--- src/rtl/rom_arbiter.sv ---
// rtl/rom_arbiter.sv - two-port read arbiter in front of the single-port DSR ROM
//
// Shares one registered-read ROM (1-cycle latency) between port A (TI bus DSR fetch)
// and port B (Pi readback/verify). At most one read is granted per clock. A normally
// wins; B is forced through one slot after waiting STARVE_MAX cycles. Read data is
// steered back to its owner two clocks after the ack, with a one-cycle valid strobe.
//
// Ports
//   i_clk        primary clock, all state on posedge
//   i_reset_n    asynchronous active-low reset
//   i_a_req      port A read request, held with i_a_addr until o_a_ack
//   i_a_addr     port A byte address [0:12], bit 0 = MSB
//   o_a_ack      combinational grant for port A
//   o_a_valid    one-cycle strobe, o_a_data holds a new A result
//   o_a_data     last A read result [0:7], held until the next A result
//   i_b_req      port B read request, held with i_b_addr until o_b_ack
//   i_b_addr     port B byte address [0:12]
//   o_b_ack      combinational grant for port B
//   o_b_valid    one-cycle strobe for o_b_data
//   o_b_data     last B read result [0:7]
//   o_rom_addr   ROM address [0:12], sampled by the ROM on posedge
//   i_rom_data   ROM read data [0:7], valid the cycle after the address is sampled

module rom_arbiter #(
  parameter int STARVE_MAX = 4,
  parameter int CNT_W      = 4
) (
  input  logic        i_clk,
  input  logic        i_reset_n,
  input  logic        i_a_req,
  input  logic [0:12] i_a_addr,
  output logic        o_a_ack,
  output logic        o_a_valid,
  output logic [0:7]  o_a_data,
  input  logic        i_b_req,
  input  logic [0:12] i_b_addr,
  output logic        o_b_ack,
  output logic        o_b_valid,
  output logic [0:7]  o_b_data,
  output logic [0:12] o_rom_addr,
  input  logic [0:7]  i_rom_data
);

  localparam logic             STARVE_EN  = (STARVE_MAX != 0);
  localparam logic [CNT_W-1:0] STARVE_LIM = CNT_W'(STARVE_MAX);
  localparam logic [CNT_W-1:0] CNT_SAT    = '1;
  localparam logic [CNT_W-1:0] CNT_ONE    = CNT_W'(1);

  // starvation counter: cycles B has waited while A was granted
  logic [CNT_W-1:0] r_cnt;

  // stage 1 of the owner pipeline: a read was issued to the ROM at the last edge
  logic             r_s1_vld;
  logic             r_s1_own_b;

  // stage 2: captured results and their strobes
  logic             r_a_valid;
  logic [0:7]       r_a_data;
  logic             r_b_valid;
  logic [0:7]       r_b_data;

  logic             w_force_b;
  logic             w_a_ack;
  logic             w_b_ack;
  logic             w_issue;
  logic             w_b_wait;
  logic             w_cap_a;
  logic             w_cap_b;

  // Grant. B only beats a requesting A once it has been starved long enough;
  // a_ack is derived from b_ack so the two can never be high together.
  always_comb begin
    w_force_b = 1'b0;
    w_b_ack   = 1'b0;
    w_a_ack   = 1'b0;
    w_force_b = STARVE_EN && (r_cnt >= STARVE_LIM);
    w_b_ack   = i_b_req && (!i_a_req || w_force_b);
    w_a_ack   = i_a_req && !w_b_ack;
  end

  // Idle cycles still present A's address; a ROM read has no side effects.
  always_comb begin
    o_rom_addr = i_a_addr;
    if (w_b_ack) begin
      o_rom_addr = i_b_addr;
    end
  end

  always_comb begin
    w_issue  = w_a_ack || w_b_ack;
    // b_req without b_ack implies A took the slot
    w_b_wait = i_b_req && !w_b_ack;
    w_cap_a  = r_s1_vld && !r_s1_own_b;
    w_cap_b  = r_s1_vld &&  r_s1_own_b;
  end

  always_ff @(posedge i_clk or negedge i_reset_n) begin
    if (!i_reset_n) begin
      r_cnt <= '0;
    end else if (w_b_wait) begin
      if (r_cnt != CNT_SAT) begin
        r_cnt <= r_cnt + CNT_ONE;
      end
    end else begin
      r_cnt <= '0;
    end
  end

  // Clearing stage 1 on reset drops any read already issued, so no strobe
  // appears for a request granted before reset.
  always_ff @(posedge i_clk or negedge i_reset_n) begin
    if (!i_reset_n) begin
      r_s1_vld   <= 1'b0;
      r_s1_own_b <= 1'b0;
    end else begin
      r_s1_vld   <= w_issue;
      r_s1_own_b <= w_b_ack;
    end
  end

  // The ROM output is valid during the cycle after issue; capture it into the
  // owner's data register only, leaving the other port's result untouched.
  always_ff @(posedge i_clk or negedge i_reset_n) begin
    if (!i_reset_n) begin
      r_a_valid <= 1'b0;
      r_a_data  <= 8'h00;
      r_b_valid <= 1'b0;
      r_b_data  <= 8'h00;
    end else begin
      r_a_valid <= w_cap_a;
      r_b_valid <= w_cap_b;
      if (w_cap_a) begin
        r_a_data <= i_rom_data;
      end
      if (w_cap_b) begin
        r_b_data <= i_rom_data;
      end
    end
  end

  assign o_a_ack   = w_a_ack;
  assign o_b_ack   = w_b_ack;
  assign o_a_valid = r_a_valid;
  assign o_a_data  = r_a_data;
  assign o_b_valid = r_b_valid;
  assign o_b_data  = r_b_data;

endmodule

--- config.mk ---
export PLATFORM = sky130hd
export DESIGN_NAME = rom_arbiter
export DESIGN_NICKNAME = d
export VERILOG_FILES = /design/src/rtl/rom_arbiter.sv
export SDC_FILE = /design/constraint.sdc
export NUM_CORES = 1
export LEC_CHECK = 0
export ABC_AREA = 1
export ABC_CLOCK_PERIOD_IN_PS = 1200
export BUFFER_PORTS_ARGS = -buffer_cell sky130_fd_sc_hd__buf_2
export CORE_UTILIZATION = 41
export DETAILED_ROUTE_END_ITERATION = 12
export MAX_ROUTING_LAYER = met4
export PLACE_DENSITY = 0.8
export SETUP_SLACK_MARGIN = 0.05
export SYNTH_ARGS = -nofsm -noshare
export SYNTH_HDL_FRONTEND = slang
export SYNTH_SLANG_ARGS = --single-unit
export TNS_END_PERCENT = 1
--- constraint.sdc ---
create_clock -name i_clk -period 1.2 [get_ports i_clk]
set_input_delay 0 -clock i_clk [delete_from_list [all_inputs] [get_ports i_clk]]
set_output_delay 0 -clock i_clk [all_outputs]
set_load 0.005 [all_outputs]
# [Yosys cells after proc, flatten, opt, wreduce, memory -nomap -nowiden]
# Cells that the tools add are included.
[totals] ram_bits=0 latch_bits=0 n_memories=0 in_bits=38 rom_bits=0 reg_bits=24 elab_cells=24
[classes] eq_ne=2 reduce_logical=10 addsub=1 shifts=0 bitwise_logic=0 div_mod_pow=0 n_lt_le_gt_ge=1 n_mul=0 muxes=3
[op_table] operator="13-bit 2-to-1 mux" n=1
[op_table] operator="4-bit 2-to-1 mux" n=2
[op_table] operator="1-bit logical AND" n=5
[op_table] operator="4-bit by 1-bit adder with 4-bit output (second input constant)" n=1
[op_table] operator="4-bit by 3-bit >= comparator with 1-bit output (second input constant)" n=1
[op_table] operator="4-bit inequality test (second input constant)" n=1
[op_table] operator="1-bit zero test" n=3
[op_table] operator="1-bit logical OR" n=2
[op_table] operator="2-bit by 1-bit inequality test with 1-bit output (second input constant)" n=1

# [Longest topological paths before layout]
[logic_depth] ltp_word=6 ltp_mapped=6 mapped_depth_nobuf=5

# [Worst setup path after synthesis]
# No wires, ideal clock.
[synth_path] kind="register to register" start="reg r_s1_own_b" end="reg r_a_data (netlist bit o_a_data[1])" setup_slack_ps=150 required_time_ps=1083 stages_incl_launch_ff=6 arrival_ps=933 path_cell_list="dfrtp_1 -> or2_1 -> buf_6 -> buf_12 -> nand2_2 -> o21ai_2"
[synth_between] elab_chain_len=2
[synth_rtl] item="start: declaration" line="54" text="logic r_s1_own_b;"
[synth_rtl] item="start signal: assignment" line="117" text="r_s1_own_b <= w_b_ack;"
[synth_rtl] item="1-bit zero test" line="93" text="w_cap_a = r_s1_vld && !r_s1_own_b;"
[synth_rtl] item="1-bit logical AND" line="93"
[synth_rtl] item="end signal: assignment" line="133" text="r_a_data <= i_rom_data;"
[synth_rtl] item="end: declaration" line="58" text="logic [0:7] r_a_data;"
# Every way passes these cells.
# A chain may end at the register's enable or synchronous reset.

# [Worst setup path after layout]
[layout_path] start="reg r_cnt[2]" end="out o_rom_addr[1] (netlist name)"
[layout_between] elab_chain_len=4
[layout_rtl] item="start: declaration" line="50" text="logic [CNT_W-1:0] r_cnt;"
[layout_rtl] item="start signal: assignment" line="102" text="r_cnt <= r_cnt + CNT_ONE;"
[layout_rtl] item="4-bit by 3-bit >= comparator with 1-bit output" line="76" text="w_force_b = STARVE_EN && (r_cnt >= STARVE_LIM);"
[layout_rtl] item="1-bit logical OR" line="77" text="w_b_ack = i_b_req && (!i_a_req || w_force_b);"
[layout_rtl] item="1-bit logical AND" line="77"
[layout_rtl] item="13-bit 2-to-1 mux" line="84" text="if (w_b_ack) begin"
[layout_rtl] item="end: declaration" line="40" text="output logic [0:12] o_rom_addr,"
# Every way passes these cells.

==> summary.md <==
| Metric | Value |
|---|---|
| Status | `finished with violations` |
| Violated checks | `setup timing` |
| Accumulated negative setup slack | `-1900 ps` |
| H-tree levels | `1` |
| Total Routing Usage GR | `18.5%` |
| Crit Path Max Fanout | `13` |
| P_leak | `0.974 nW` |
| CP Buf/Inv Count | `2` |
| CTS tree | `done` |
| Post-Synth Adder-Cell Area | `1.12%` |
| Post-DR vias/cell | `4.58` |
| Yosys Warn Count | `0` |
| Max Cap Violations | `0` |
| Post-DP HPWL | `1850 um` |
| CP required | `1200 ps` |
| HP Class | `primary input to flop` |
| Clk slew on worst S/H paths | `130 ps` |
| Post-Syn Nets | `168` |
| Fmax | `742 MHz` |
| # DRC | `0` |
| CP Class | `flop to output pin` |
| Core area | `2520 um^2` |
| GRT overflow | `0` |
| Clock Root Buffer | `clkbuf_4` |
| Final Hold Viols | `0` |
| Synth cell types | `17` |
| CP startpoint | `r_cnt[2]` |
| Syn_area_per_cell | `8.68 um^2` |
| Register area share after synthesis | `53.6%` |
| Met3 usage | `1.67%` |
| PwrDens | `1190 nW/um^2` |
| Clock Path Buffers | `2` |
| Die span in x | `54.3 um` |
| Fin util | `65.8%` |
| Most frequent cells in the layout | `buf_2 (70), nand2_1 (43), dfrtp_1 (24)` |
| Filler cells | `243` |
| Yosys reg bits | `24` |
| Initial antenna violation count | `0` |
| Netlist Area Pre-Place | `1120 um^2` |
| Clk_lat worst skew | `300 ps` |
| Complex-gate fraction of the synthesized area | `9.83%` |
| TritonCTS Buffers | `3` |
| Std-Cell Rows | `18` |
| Worst-Margin Slew | `508 ps` |
| Normalized max-slew margin | `66.2%` |
| Post-Route WL | `2510 um` |
| Pin count of the biggest net entering global routing | `25` |
| Crit. End Element | `output pin` |
| Mux share of post-synthesis cell area | `0%` |
| Number of detailed-route iterations in the first pass | `4` |
| First-pass GRT wire length | `3800 um` |
| Setup-failing EPs final | `15` |
| Clock Skew | `0.877 ps` |
| Simple-gate share of the synthesized area | `24.8%` |
| GPL Wtd Cong | `0.786` |
| Clk sink count | `24` |
| Worst path cell trace | `nor2_2 -> nand2_2 -> buf_6 -> nand3_1 -> nand2_1 -> buf_2` |
| Worst reg2reg startpoint | `r_s1_own_b` |
| Vias in the first global route | `955` |
| Crit-path slowest cell | `dfrtp_1` |
| Number of DRC markers after the initial detailed-route iteration | `5` |
| Port buffer count | `70` |
| GR Util met2 | `34.8%` |
| Placement Setup Slack | `110 ps` |
| Antenna Diode Count | `0` |
| Tcrit/Tclk final | `112%` |
| Area Overhead vs Synth | `48.3%` |
| Pins Over Slew Limit | `0` |
| Fin nets | `251` |
| Per-cell routed wire length | `10.4 um` |
| Delay-heaviest family, CP | `flip-flops` |
| Die Height | `54.3 um` |
| # IOs | `71` |
| Largest family of logic cells by synthesized area | `simple AND/OR/NAND/NOR gates` |
| Cells after synthesis | `129` |
| HP Start | `i_b_req` |
| RSZ-0062 raised after global routing | `true` |
| Most common cell after layout, fill and taps aside | `buf_2` |
| Share of layout cells above drive strength 1 | `42.7%` |
| Multi-input gate area | `418 um^2` |
| Critical path arrival | `1350 ps` |
| Detail Route Antenna Nets | `0` |
| Busiest layer in global routing | `met2` |
| Starting Density | `44.4%` |
| Die area | `2940 um^2` |
| Final WS setup | `-147 ps` |
| Postcts setup bufs | `0` |
| Critical Path Max Stage Delay | `420 ps` |
| Xor/xnor cell area share of the yosys netlist | `0.782%` |
| FF+latch area | `601 um^2` |
| Vias | `1,103` |
| Tmin final | `1350 ps` |
| Startpoint Class | `flop` |
| Met1 usage | `20.7%` |
| Worst VDD drop | `0.714 mV` |
worst register-to-register path, delay by kind of cell (launching register included):
kind | cells | cell delay (ps)
compound gates | 1 | 50
simple gates | 2 | 330
buf+inv | 1 | 160
flops | 1 | 390
through the flow:
step	total power, mW	std cells	instance area [um^2]	hold WS (ps)
2_1_floorplan	1.17	129	1120	-296
3_3_place_gp	1.38	226	1490	3.27
3_5_place_dp	1.39	226	1490	5.50
4_1_cts	1.99	241	1660	103
5_1_grt	2.10	241	1660	136
6_report	1.98	241	1660	112
layout make-up:
cell class	count	area share, %
Tap cell	30	2.26
Clock inverter	1	1.81
Clock buffer	3	1.36
Sequential cell	24	36.2
Multi-Input combinational cell	85	25.2
Timing Repair Buffer	84	30.1
Inverter	14	3.17
repair_timing:
| action | 4_1_cts | 5_1_grt |
|---|---|---|
| gates resized for setup | 3 | 0 |
| endpoints found under the hold margin | 40 | 0 |
| endpoints found under the setup margin | 15 | 15 |
| hold buffers | 11 | 0 |
final timing paths:
kind	to	slack, ps	depth (start not counted)
worst max-delay path	o_rom_addr[1]	-150	6
worst min-delay path	r_cnt[1]	110	3
worst max register to register	o_a_data[0]	180	4
worst min register to register	r_cnt[0]	460	1
max in group asynchronous	o_b_data[3]	660	2
min in group asynchronous	o_b_data[2]	210	2
sequential cells by signal (all words and copies together) (netlist names):
register and flops:
r_cnt 4, o_a_valid 1, o_b_valid 1, r_s1_own_b 1
o_a_data 8, o_b_data 8, r_s1_vld 1
cell usage after synthesis:
cell	n	area [um^2]
buf_12	1	20.0
buf_2	3	15.0
buf_4	1	7.51
buf_6	1	11.3
conb_1	1	3.75
dfrtp_1	24	601
ha_1	1	12.5
inv_1	14	52.6
nand2_1	43	161
nand2_2	3	18.8
nand3_1	14	70.1
nor2_1	4	15.0
nor2_2	1	6.26
o21ai_0	8	40.0
o21ai_2	8	70.1
or2_1	1	6.26
xnor2_1	1	8.76
routing by layer:
layer  up-vias  share of wire [%]  wire (um)
li1        561                  -          -
met1       483                 42       1050
met2        57                 50       1250
met3         2                7.7        192
met4         0               0.52         13
met5         -                  0          0
where the power goes:
group          internal (mW)  switching, mW  leakage, nW
Clock                  0.337          0.234       0.0279
Sequential             0.900         0.0456        0.296
Combinational          0.236          0.224        0.650
Total                   1.47          0.503        0.974
cells by family (layout without fill, tap and decap cells):
| family | after synthesis | in the layout |
|---|---|---|
| and+or+nand+nor | 66 | 66 |
| xor gates and xnor gates | 1 | 1 |
| other | 1 | 1 |
| AOI/OAI and AO/OA | 16 | 16 |
| buffers and inverters | 20 | 102 |
| adders and majority gates | 1 | 1 |
| DFF | 24 | 24 |
(Power assumes the default switching activity.)
